`src/rtl/mm_arbiter.sv`:
```
// mm_arbiter: arbitrates the external memory-mapped bus between the CPU
// (combinational pass-through, fixed priority) and a single burst DMA
// requester. DMA beats fill idle bus cycles with auto-incrementing addresses.
// Optional starvation guard: define MM_ARB_STARVE_EN to enable cpu_hold.
module mm_arbiter #(
  parameter int unsigned STARVE_MAX = 8
) (
  input  logic        clk,
  input  logic        rst,
  input  logic        cpu_re,
  input  logic        cpu_we,
  input  logic [15:0] cpu_addr,
  input  logic [15:0] cpu_wdata,
  output logic [15:0] cpu_rdata,
  output logic        cpu_hold,
  input  logic        dma_start,
  input  logic        dma_we,
  input  logic [15:0] dma_base,
  input  logic [7:0]  dma_len,
  input  logic [15:0] dma_wdata,
  output logic        dma_wr_ack,
  output logic [15:0] dma_rdata,
  output logic        dma_rd_valid,
  output logic        dma_busy,
  output logic        dma_done,
  output logic        bus_re,
  output logic        bus_we,
  output logic [15:0] bus_addr,
  output logic [15:0] bus_wdata,
  input  logic [15:0] bus_rdata
);

  if (STARVE_MAX < 1 || STARVE_MAX > 255) begin : g_bad_starve_max
    $error("mm_arbiter: STARVE_MAX must be in 1..255");
  end

  typedef enum logic [1:0] {
    IDLE,
    BURST,
    DONE
  } state_e;

  state_e      state_q, state_d;
  logic        dir_q, dir_d;
  logic [15:0] ptr_q, ptr_d;
  logic [7:0]  rem_q, rem_d;
  logic [15:0] rdata_q, rdata_d;
  logic        rd_valid_q, rd_valid_d;

  logic        hold;
  logic        cpu_req;
  logic        beat;

  // CPU owns the bus whenever it strobes, unless the starvation guard holds it
  assign cpu_req = (cpu_re | cpu_we) & ~hold;
  assign beat    = (state_q == BURST) & ~cpu_req;

`ifdef MM_ARB_STARVE_EN
  localparam logic [7:0] STARVE_LIM = 8'(STARVE_MAX);

  logic [7:0] starve_q, starve_d;

  assign hold = (state_q == BURST) && (starve_q == STARVE_LIM);

  // Count consecutive BURST cycles lost to the CPU; any DMA beat clears it
  always_comb begin
    starve_d = starve_q;
    if (state_q != BURST || beat) begin
      starve_d = '0;
    end else if (cpu_req) begin
      starve_d = starve_q + 8'd1;
    end
  end

  // Starvation counter register
  always_ff @(posedge clk) begin
    if (rst) begin
      starve_q <= '0;
    end else begin
      starve_q <= starve_d;
    end
  end
`else
  assign hold = 1'b0;
`endif

  // State and burst datapath registers
  always_ff @(posedge clk) begin
    if (rst) begin
      state_q    <= IDLE;
      dir_q      <= 1'b0;
      ptr_q      <= '0;
      rem_q      <= '0;
      rdata_q    <= '0;
      rd_valid_q <= 1'b0;
    end else begin
      state_q    <= state_d;
      dir_q      <= dir_d;
      ptr_q      <= ptr_d;
      rem_q      <= rem_d;
      rdata_q    <= rdata_d;
      rd_valid_q <= rd_valid_d;
    end
  end

  // Next state: launch on a non-empty start, count beats, one DONE cycle
  always_comb begin
    state_d    = state_q;
    dir_d      = dir_q;
    ptr_d      = ptr_q;
    rem_d      = rem_q;
    rdata_d    = rdata_q;
    rd_valid_d = 1'b0;
    unique case (state_q)
      IDLE: begin
        if (dma_start && (dma_len != 8'd0)) begin
          state_d = BURST;
          dir_d   = dma_we;
          ptr_d   = dma_base;
          rem_d   = dma_len;
        end
      end
      BURST: begin
        if (beat) begin
          ptr_d = ptr_q + 16'd1;
          rem_d = rem_q - 8'd1;
          if (!dir_q) begin
            rdata_d    = bus_rdata;
            rd_valid_d = 1'b1;
          end
          if (rem_q == 8'd1) begin
            state_d = DONE;
          end
        end
      end
      DONE: begin
        state_d = IDLE;
      end
      default: begin
        state_d = IDLE;
      end
    endcase
  end

  // Outputs: bus mux (CPU first, then DMA beat, else idle) and status
  always_comb begin
    bus_re       = 1'b0;
    bus_we       = 1'b0;
    bus_addr     = '0;
    bus_wdata    = '0;
    cpu_rdata    = '0;
    dma_wr_ack   = 1'b0;
    cpu_hold     = hold;
    dma_busy     = (state_q != IDLE);
    dma_done     = (state_q == DONE);
    dma_rdata    = rdata_q;
    dma_rd_valid = rd_valid_q;
    if (cpu_req) begin
      bus_addr  = cpu_addr;
      cpu_rdata = bus_rdata;
      // simultaneous read+write: the write wins, the read is dropped
      if (cpu_we) begin
        bus_we    = 1'b1;
        bus_wdata = cpu_wdata;
      end else begin
        bus_re = 1'b1;
      end
    end else if (beat) begin
      bus_addr   = ptr_q;
      bus_we     = dir_q;
      bus_re     = ~dir_q;
      bus_wdata  = dma_wdata;
      dma_wr_ack = dir_q;
    end
  end

endmodule

```
`config.mk`:
```
export PLATFORM = sky130hd
export DESIGN_NAME = mm_arbiter
export DESIGN_NICKNAME = d
export VERILOG_FILES = /design/src/rtl/mm_arbiter.sv
export SDC_FILE = /design/constraint.sdc
export NUM_CORES = 1
export LEC_CHECK = 0
export CAP_MARGIN = 15
export CORE_MARGIN = 2
export CORE_UTILIZATION = 31
export CTS_CLUSTER_DIAMETER = 80
export CTS_CLUSTER_SIZE = 28
export DETAILED_ROUTE_END_ITERATION = 7
export PLACE_DENSITY = 0.77
export SETUP_SLACK_MARGIN = 0.1
export SLEW_MARGIN = 20
export SYNTH_ARGS = -nofsm -noshare
export SYNTH_HDL_FRONTEND = slang
export SYNTH_SLANG_ARGS = --single-unit
export TNS_END_PERCENT = 100
```
`constraint.sdc`:
```
create_clock -name clk -period 3 [get_ports clk]
set_clock_uncertainty 0.15 [all_clocks]
set_input_delay 0.9 -clock clk [delete_from_list [all_inputs] [get_ports clk]]
set_output_delay 0.9 -clock clk [all_outputs]
set_load 0.02 [all_outputs]
```
After elaboration in Yosys (flattened, before gate mapping)
Cells that the tools add are included.
{"block": "word_totals", "ff_bits": 44, "latchBits": 0, "mem_bits_rw": 0, "mem_bits_ro": 0, "input_bits": 94, "out_inout_bits": 71, "elab_cells": 54, "n_memories": 0}
{"block": "classes", "n_addsub": 2, "multipliers": 0, "div": 0, "order_cmp": 0, "eq_ne": 6, "shifts": 0, "mux": 24, "n_bitwise": 6, "n_reduce_logical": 10}
{"cell": "two-way mux 16 bit", "n": 8}
{"cell": "case mux 16 bit (2 select lines)", "n": 1}
{"cell": "adder 16 x 1 -> 16 bit (second input constant)", "n": 1}
{"cell": "two-way mux 8 bit", "n": 2}
{"cell": "case mux 8 bit (2 select lines)", "n": 1}
{"cell": "AND reduction 3 bit", "n": 3}
{"cell": "equality test 8 x 1 -> 1 bit (second input constant)", "n": 1}
{"cell": "two-way mux 1 bit", "n": 8}
{"cell": "nonzero test 8 bit", "n": 1}
{"cell": "subtractor 8 x 1 -> 8 bit (second input constant)", "n": 1}
{"cell": "two-way mux 2 bit", "n": 3}
{"cell": "!= test 2 bit (second input constant)", "n": 2}
{"cell": "inverter 1 bit", "n": 4}
{"cell": "case mux 2 bit (2 select lines)", "n": 1}
{"cell": "nonzero test 2 bit", "n": 2}
{"cell": "OR reduction 3 bit", "n": 1}
{"cell": "equality test 2 x 1 -> 1 bit (second input constant)", "n": 1}
{"cell": "equality test 2 bit (second input constant)", "n": 1}
{"cell": "logical NOT 2 bit", "n": 1}
{"cell": "!= test 2 x 1 -> 1 bit (second input constant)", "n": 1}
{"cell": "AND reduction 2 bit", "n": 1}
{"cell": "bitwise AND 1 bit", "n": 1}
{"cell": "logical AND 1 bit", "n": 1}
{"cell": "OR 1 bit", "n": 1}

Longest topological paths before layout
Gate-level depths: netlist of run 1.
{"block": "logic_depth", "depth_word": 5, "mapped_depth": 8, "depth_no_buf": 7}

Least setup slack after synthesis of run 1
No wires, ideal clock.
{"block": "synth_timing", "path_type": "input port to output port", "start": "input port cpu_re", "end": "output port bus_re", "arrival_ns": 2.219, "t_required_ns": 1.950, "setup_slack_ns": -0.269, "path_stages": 6, "path_buffers": 3, "cell_sequence": "or2_1 buf_2 or3_1 clkbuf_1 clkbuf_1 o21ai_1"}
{"block": "synth_via", "elab_chain_len": 5}
{"item": "start: declaration", "line_no": "10", "source": "input logic cpu_re,"}
{"item": "OR 1 bit *", "line_no": "55", "source": "assign cpu_req = (cpu_re | cpu_we) & ~hold;"}
{"item": "inverter 1 bit", "line_no": "56", "source": "assign beat = (state_q == BURST) & ~cpu_req;"}
{"item": "bitwise AND 1 bit", "line_no": "56"}
{"item": "two-way mux 1 bit", "line_no": "168", "source": "end else if (beat) begin"}
{"item": "two-way mux 1 bit *", "line_no": "158", "source": "if (cpu_req) begin"}
{"item": "end: declaration", "line_no": "26", "source": "output logic bus_re,"}
Every way passes the cells marked *; elsewhere a longest branch is shown, timed or not.

Worst setup path in the final report of run 1
{"block": "layout_timing", "start": "input port cpu_we", "end": "output port bus_re"}
{"block": "layout_via", "elab_chain_len": 5, "word_cells_on_any_way": 6, "classes_between": "mux (3); bitwise (3)"}
{"item": "start: declaration", "line_no": "11", "source": "input logic cpu_we,"}
{"item": "OR 1 bit", "line_no": "55"}
{"item": "inverter 1 bit", "line_no": "56"}
{"item": "bitwise AND 1 bit", "line_no": "56"}
{"item": "two-way mux 1 bit", "line_no": "168"}
{"item": "two-way mux 1 bit *", "line_no": "158"}
Marked as above.

==> impl_metrics.toml, run 1 <==
[worst_setup_path]
cp_slowest_cell = "or3_4"
cp-end-kind = "output pin"
crit_family = "simple AND/OR/NAND/NOR gates"
crit_type = "primary input to output pin"
cp_common_cell = "buf_6"
path_buf_inv = 3
cp_cell_sequence = "buf_8 -> or2_4 -> buf_6 -> or3_4 -> o21ai_4 -> buf_6"
required_ns = 1.95
arrival_ns = 2.00
worstPathMaxFanout = 5
start_kind = "primary input"
cp.depth = 6
reg2reg_depth = 12
max_stage_delay_ns = 0.39

[timing]
finalHoldViolCount = 0
rsz0062_at_grt = "yes"
setup-tns-final_ns = -0.813
finalSetupViolCount = 28
fmax_mhz = 328
slew_headroom = 0.658
drv_slew = 0
period_share = 1.02
period_needed_ns = 3.05
holdWs_ns = 0.305
worst_slew_pin_slew_ns = 0.512
finalWorstSetupSlack_ns = -0.0523

[hold_path]
whs_path_depth = 2
min_path_type = "register to register"

[global_route]
track_usage = 0.216
grt_pass1_vias = 3381
grt_max_degree = 53
grt_overflow = 0
antenna_found_initial = 0
grt_pass1_wl_um = 16800

[drt]
drc = 0
avgViaCountPerCell = 5.32
final_antenna_net_count = 0
num_vias = 3508
wl_per_cell_um = 16.3
first_pass_iters = 4
drt_wl_total_um = 10800
first_iter_violations = 135

[clocking]
clk_latency_ns = 0.30
path_clk_slew_ns = 0.08
clock_path_buffers = 2
cts.sinks = 44
cts_root_buf = "clkbuf_8"
h-tree-depth = 2
numCtsBuffers = 5
cts_tree = "done"

[power_and_ir_drop]
power_density_mw_per_mm2 = 345
ir_worst_vdd_uv = 232
p_leak_nw = 2.03

[finish]
diodes = 0
area_growth_syn_to_layout_pct = 86.0
fin_nets = 647
stdcell_area_mm2 = 0.00503
final_layout_size_suffix_gt1_frac = 0.250

[floorplanning]
dieArea_mm2 = 0.00949
core_area_mm2 = 0.00859
rows = 34
initial_utilization = 0.315
ios = 165
die_y_um = 97.4
fp.dieW_um = 97.4

[place]
portBuffers = 163
place_area_mm2 = 0.00471
gp_congestion = 0.836
place_ws_ns = -0.882
dp_hpwl_um = 7530

[synth]
ys_seq_area_frac = 0.325
synth_edf_count = 0
syn_nets = 461
synth_flop_cell = "dfxtp_1"
ys_ff_latch = 44
avgSynthCellArea_um2 = 7.44
synth-async-reset-ratio = 0
synth_warnings = 0
syn_inst = 364
ys_types = 48
synth_area_mm2 = 0.00271

[status]
outcome = "finished with violations"
violations = "setup timing"

[job]
cap_violations = 0
-- report_power, final --
group	internal [mW]	switching, mW
clock network	0.189	0.216
logic	0.364	0.304
registers	0.619	0.0429
-- final timing paths --
| path | end | slack [ns] | startpoint |
|---|---|---|---|
| setup / recovery | bus_re | -0.05 | cpu_we |
| hold reg to reg | dma_rdata[9]$_SDFFE_PP0P_ | 0.31 | dma_rdata[9]$_SDFFE_PP0P_ |
| hold / removal | dma_rdata[9]$_SDFFE_PP0P_ | 0.31 | dma_rdata[9]$_SDFFE_PP0P_ |
| setup reg to reg | ptr_q[11]$_SDFFE_PP0P_ | 0.65 | state_q[1]$_SDFFE_PP0P_ |
-- synth_stat cells, drive strengths merged, types with 3 or more instances --
library cell / n / area share
nor4: 8 / 0.023
or2: 6 / 0.014
or4: 3 / 0.0083
clkbuf: 25 / 0.035
nand2: 48 / 0.067
dfxtp: 44 / 0.33
ha: 3 / 0.014
a31oi: 3 / 0.0069
o22ai: 6 / 0.014
nand3: 12 / 0.022
o21ai: 17 / 0.031
a22oi: 3 / 0.0083
a211oi: 3 / 0.013
a2bb2oi: 8 / 0.026
a22o: 33 / 0.11
nand4: 3 / 0.0092
nor2: 30 / 0.043
buf: 9 / 0.018
inv: 11 / 0.015
a21oi: 38 / 0.070
nor3: 10 / 0.020
and2: 17 / 0.039
-- metrics by stage --
step | util | power (mW) | std cells
5_1_grt | 0.586 | 1.82 | 659
6_report | 0.586 | 1.73 | 659
3_5_place_dp | 0.549 | 1.30 | 636
4_1_cts | 0.582 | 1.74 | 658
2_1_floorplan | - | 0.992 | 364
3_3_place_gp | 0.549 | 1.29 | 636
-- registers in the layout, indices dropped and copies added, names as in the netlist --
name and cells:
dma_rd_valid 1, ptr_q 16, dma_rdata 16, dir_q 1, state_q 2, rem_q 8
-- kinds of logic (layout without fill, tap and decap cells) --
logic type / count (synthesis) / after routing / share of synthesized area
simple gates: 148 / 148 / 0.274
buf+inv: 45 / 232 / 0.0684
flops: 44 / 44 / 0.325
other cells: 1 / 1 / 0.00139
fa+ha+maj: 3 / 3 / 0.0139
compound gates: 121 / 121 / 0.310
mux: 2 / 2 / 0.00740
-- area by class of cell --
cell class	count	area, µm²
Inverter	11	41.3
Timing Repair Buffer	213	2110
Clock buffer	6	82.6
Multi-Input combinational cell	275	1770
Sequential cell	44	881
Clock inverter	2	13.8
Tap cell	108	135
Fill cell	748	3560
-- cells in the final DEF (no fill, tap or decap), types with 3 or more instances in the layout --
cell type        count
a21oi_1             38
a22o_1              22
a22o_4              11
a22oi_1              3
a2bb2oi_1            8
a31oi_1              3
and2_1              16
buf_12               6
buf_16               5
buf_2               16
buf_4               50
buf_6               26
clkbuf_8             6
clkdlybuf4s50_1    109
dfxtp_1             44
ha_1                 3
inv_1               11
nand2_1             48
nand3_1             12
nor2_1              28
nor3_1               9
nor4_1               6
o21ai_0              8
o21ai_1              8
o22ai_1              6
or4_1                3
-- per-layer routing --
| metal | GRT usage | vias to the layer above | routed length, µm |
|---|---|---|---|
| li1 | - | 1688 | - |
| met1 | 0.259 | 1622 | 4380 |
| met2 | 0.383 | 178 | 5240 |
| met3 | 0.0489 | 20 | 879 |
| met4 | 0.0652 | 0 | 252 |
| met5 | 0 | - | 0 |
-- worst register-to-register path, delay by kind of cell (launching register included) --
kind,cells,cell delay [ns]
AO/OA/AOI/OAI,2,0.33
buffers and inverters,7,0.94
flip-flops,1,0.36
AND/OR/NAND/NOR,3,0.48
-- timing repair --
| item | 4_1_cts | 5_1_grt |
|---|---|---|
| hold endpoints to repair | 0 | 0 |
| hold buffers | 0 | 0 |
| endpoints found under the setup margin | 51 | 49 |
| resized for setup | 281 | 10 |
| pin swaps | 5 | 4 |
| gates cloned | 5 | 0 |
| setup buffers | 9 | 1 |
Power figures use the tool's default switching activity.
==> run 2: changes to the inputs <==
Settings changed: CORE_UTILIZATION 31 to 34, PLACE_DENSITY 0.77 to 0.82.
==> impl_metrics.toml, run 2 (synthesis results as in run 1) <==
[job]
cap_violations = 0

[floorplanning]
core_area_mm2 = 0.00773
rows = 32
fp.dieW_um = 93.2
dieArea_mm2 = 0.00869
die_y_um = 93.2
initial_utilization = 0.350
ios = 165

[global_route]
grt_pass1_wl_um = 15800
antenna_found_initial = 0
grt_pass1_vias = 3269
grt_overflow = 0
grt_max_degree = 52
track_usage = 0.226

[finish]
final_layout_size_suffix_gt1_frac = 0.240
diodes = 0
area_growth_syn_to_layout_pct = 84.0
most-common-layout-cells = "clkdlybuf4s50_1, nand2_1, dfxtp_1"
fin_nets = 641
final_common_cell = "clkdlybuf4s50_1"

[drt]
avgViaCountPerCell = 5.29
first_pass_iters = 4
first_iter_violations = 183
drt_wl_total_um = 10300
wl_per_cell_um = 15.9
final_antenna_net_count = 0
num_vias = 3422
drc = 0

[worst_setup_path]
rrSetupSlack_ns = 0.78
arrival_ns = 1.97
crit_path_end = "bus_re"
worstPathMaxFanout = 4
r2r_end = "ptr_q[11]$_SDFFE_PP0P_"
r2r-start = "state_q[1]$_SDFFE_PP0P_"
cp-end-kind = "output pin"
required_ns = 1.95
start_kind = "primary input"
startpoint = "cpu_we"
crit_type = "primary input to output pin"
reg2reg_depth = 10

[clocking]
clock_path_buffers = 2
cts_tree = "done"
clk_latency_ns = 0.29
path_clk_slew_ns = 0.09
h-tree-depth = 2
cts.sinks = 44
numCtsBuffers = 5
cts_root_buf = "clkbuf_8"

[status]
violations = "setup timing"
outcome = "finished with violations"

[power_and_ir_drop]
ir_worst_vdd_uv = 248
p_leak_nw = 1.98
power_density_mw_per_mm2 = 361

[timing]
finalHoldViolCount = 0
setup-tns-final_ns = -0.0151
finalSetupViolCount = 1
rsz0062_at_grt = "yes"
drv_slew = 0
finalWorstSetupSlack_ns = -0.0151
period_needed_ns = 3.02
period_share = 1.01
fmax_mhz = 332
holdWs_ns = 0.306

[hold_path]
whs_path_depth = 2
min_path_type = "register to register"

[place]
gp_congestion = 0.831
place_ws_ns = -0.829
portBuffers = 163
dp_hpwl_um = 7440
-- run 2: how the worst min path moves through the flow --
stage | start | endpoint | slack [ns]
finish | dma_rdata[0]$_SDFFE_PP0P_ | dma_rdata[0]$_SDFFE_PP0P_ | 0.31
global route | dma_rdata[1]$_SDFFE_PP0P_ | dma_rdata[1]$_SDFFE_PP0P_ | 0.33
CTS | dma_rdata[1]$_SDFFE_PP0P_ | dma_rdata[1]$_SDFFE_PP0P_ | 0.31
detailed placement | dma_rdata[1]$_SDFFE_PP0P_ | dma_rdata[1]$_SDFFE_PP0P_ | 0.30
global placement | dma_rdata[5]$_SDFFE_PP0P_ | dma_rdata[5]$_SDFFE_PP0P_ | 0.29
floorplan | rem_q[7]$_SDFFE_PP0P_ | rem_q[7]$_SDFFE_PP0P_ | 0.30
-- run 2: area by class of cell --
cell class / instances / area (µm²)
clock buffer: 6 / 82.6
fill: 650 / 2750
sequential: 44 / 881
timing repair buffer: 207 / 2030
tap: 102 / 128
multi-input combinational: 275 / 1780
inverter: 11 / 41.3
clock inverter: 2 / 38.8
-- run 2: metrics by stage --
step	power, mW	utilization	instances	area [µm²]
2_1_floorplan	0.992	-	364	2870
4_1_cts	1.80	0.648	644	5010
6_report	1.80	0.644	647	4980
3_3_place_gp	1.29	0.614	631	4740
5_1_grt	1.89	0.644	647	4980
3_5_place_dp	1.31	0.614	631	4740
-- run 2: routing by layer --
| metal | track usage | vias up | wire (µm) |
|---|---|---|---|
| met5 | 0 | - | 0 |
| met4 | 0.0527 | 0 | 104 |
| met3 | 0.0467 | 10 | 798 |
| met2 | 0.420 | 151 | 5300 |
| met1 | 0.264 | 1581 | 4060 |
| li1 | - | 1680 | - |
-- run 2: repair_timing --
action / 4_1_cts / 5_1_grt
endpoints found under the setup margin: 51 / 50
pin swaps: 7 / 9
buffers inserted: 2 / 3
gates resized for setup: 254 / 32
hold buffers: 0 / 0
cloned: 3 / 0
-- run 2: worst max-delay path, stage by stage --
cell	delay (ns)
buf_6	0.09
or2_4	0.28
buf_4	0.15
or3_4	0.35
o21ai_4	0.07
buf_6	0.13
-- run 2: power breakdown --
part           switching (mW)  leakage [nW]  internal, mW
Sequential             0.0440         0.359         0.619
Combinational           0.298          1.56         0.356
Clock                   0.207        0.0614         0.272
==> run 3: changes to the inputs <==
Settings changed: PLACE_DENSITY 0.82 to 0.77.
==> impl_metrics.toml, run 3 (synthesis results as in run 1) <==
[status]
violations = "setup timing"
outcome = "finished with violations"

[timing]
slew_headroom = 0.610
period_share = 1.02
fmax_mhz = 326
worst_slew_pin_slew_ns = 0.583
rsz0062_at_grt = "yes"
finalSetupViolCount = 26
finalHoldViolCount = 0
finalWorstSetupSlack_ns = -0.0721
period_needed_ns = 3.07
holdWs_ns = 0.305
setup-tns-final_ns = -0.980
drv_slew = 0

[worst_setup_path]
cp-end-kind = "output pin"
path_buf_inv = 5
cp_slowest_cell = "or2_4"
cp_cell_sequence = "buf_6 -> or2_4 -> nor2_4 -> buf_6 -> buf_6 -> buf_12 -> a22o_1 -> buf_6"
max_stage_delay_ns = 0.27
cp_common_cell = "buf_6"
crit_type = "primary input to output pin"
worstPathMaxFanout = 7
required_ns = 1.95
arrival_ns = 2.02
start_kind = "primary input"
crit_family = "buffers and inverters"

[global_route]
grt_overflow = 0
track_usage = 0.231
antenna_found_initial = 0
grt_pass1_wl_um = 16000
grt_max_degree = 53
grt_pass1_vias = 3246

[drt]
num_vias = 3428
drt_wl_total_um = 10300
first_iter_violations = 210
wl_per_cell_um = 15.9
first_pass_iters = 4
final_antenna_net_count = 0
drc = 0
avgViaCountPerCell = 5.26

[place]
gp_congestion = 0.822
dp_hpwl_um = 7410
place_ws_ns = -0.811
portBuffers = 163
dp.cells = 633
place_area_mm2 = 0.00475

[finish]
fin_nets = 646
fillCellCount = 649
area_growth_syn_to_layout_pct = 87.7
multi_input_area_mm2 = 0.00176
most-common-layout-cells = "clkdlybuf4s50_1, nand2_1, dfxtp_1"
final_util = 0.657
final_layout_size_suffix_gt1_frac = 0.240
diodes = 0
instances_no_fill = 652
final_common_cell = "clkdlybuf4s50_1"
regArea_um2 = 881
stdcell_area_mm2 = 0.00508

[floorplanning]
core_area_mm2 = 0.00773
die_y_um = 93.2
initial_utilization = 0.350
rows = 32
ios = 165
fp.dieW_um = 93.2
dieArea_mm2 = 0.00869

[job]
cap_violations = 0

[clocking]
cts.sinks = 44
h-tree-depth = 2
clk_latency_ns = 0.29
numCtsBuffers = 5
clock_path_buffers = 2
cts_tree = "done"
path_clk_slew_ns = 0.07
cts_root_buf = "clkbuf_8"
cts_hold_buf = 0

[power_and_ir_drop]
ir_worst_vdd_uv = 242
power_density_mw_per_mm2 = 339
fin_total_pwr_mw = 1.72
p_leak_nw = 1.99

[hold_path]
min_path_type = "register to register"
==> run 3: cell count changes in the layout (fill, tap and decap cells not counted), sizes merged <==
cell	before	now
buf	96	86
bufinv	1	0
clkbuf	6	8
clkdlybuf4s15	1	16
clkinv	1	0
==> run 3: path summary, 6_finish.rpt <==
check | cells past startpoint | slack, ns | end | startpoint
worst max-delay path | 8 | -0.07 | bus_addr[7] | cpu_we
worst min-delay path | 2 | 0.30 | dma_rdata[12]$_SDFFE_PP0P_ | dma_rdata[12]$_SDFFE_PP0P_
worst max register to register | 11 | 0.74 | ptr_q[11]$_SDFFE_PP0P_ | state_q[1]$_SDFFE_PP0P_
worst min register to register | 2 | 0.30 | dma_rdata[12]$_SDFFE_PP0P_ | dma_rdata[12]$_SDFFE_PP0P_
==> run 3: report_power, final <==
group | internal (mW) | switching, mW | total (mW)
clock network | 0.188 | 0.201 | 0.390
logic | 0.370 | 0.300 | 0.671
registers | 0.619 | 0.0423 | 0.662
==> run 3: metal layers <==
| metal | share of wire | GRT usage | vias to the layer above | routed length, µm |
|---|---|---|---|---|
| met5 | 0 | 0 | - | 0 |
| met4 | 0.0062 | 0.0453 | 0 | 64 |
| met3 | 0.058 | 0.0411 | 4 | 599 |
| met2 | 0.53 | 0.438 | 131 | 5450 |
| met1 | 0.41 | 0.270 | 1609 | 4220 |
| li1 | - | - | 1684 | - |
==> run 3: tightest hold or removal path, stage by stage (launching register included) <==
cell and delay, ns:
dfxtp_1 0.31, nand2_1 0.05, a21oi_1 0.05
==> run 3: timing repair <==
item | in CTS | in global routing
pin swaps | 6 | 9
gates resized for setup | 269 | 7
buffers inserted | 8 | 0
gates cloned | 3 | 0
setup endpoints to repair | 51 | 49
==> run 3: final cells by class <==
cell class	instances	area share
Inverter	11	0.00813
Multi-Input combinational cell	275	0.347
Tap cell	102	0.0251
Timing Repair Buffer	212	0.429
Clock buffer	8	0.0177
Sequential cell	44	0.173
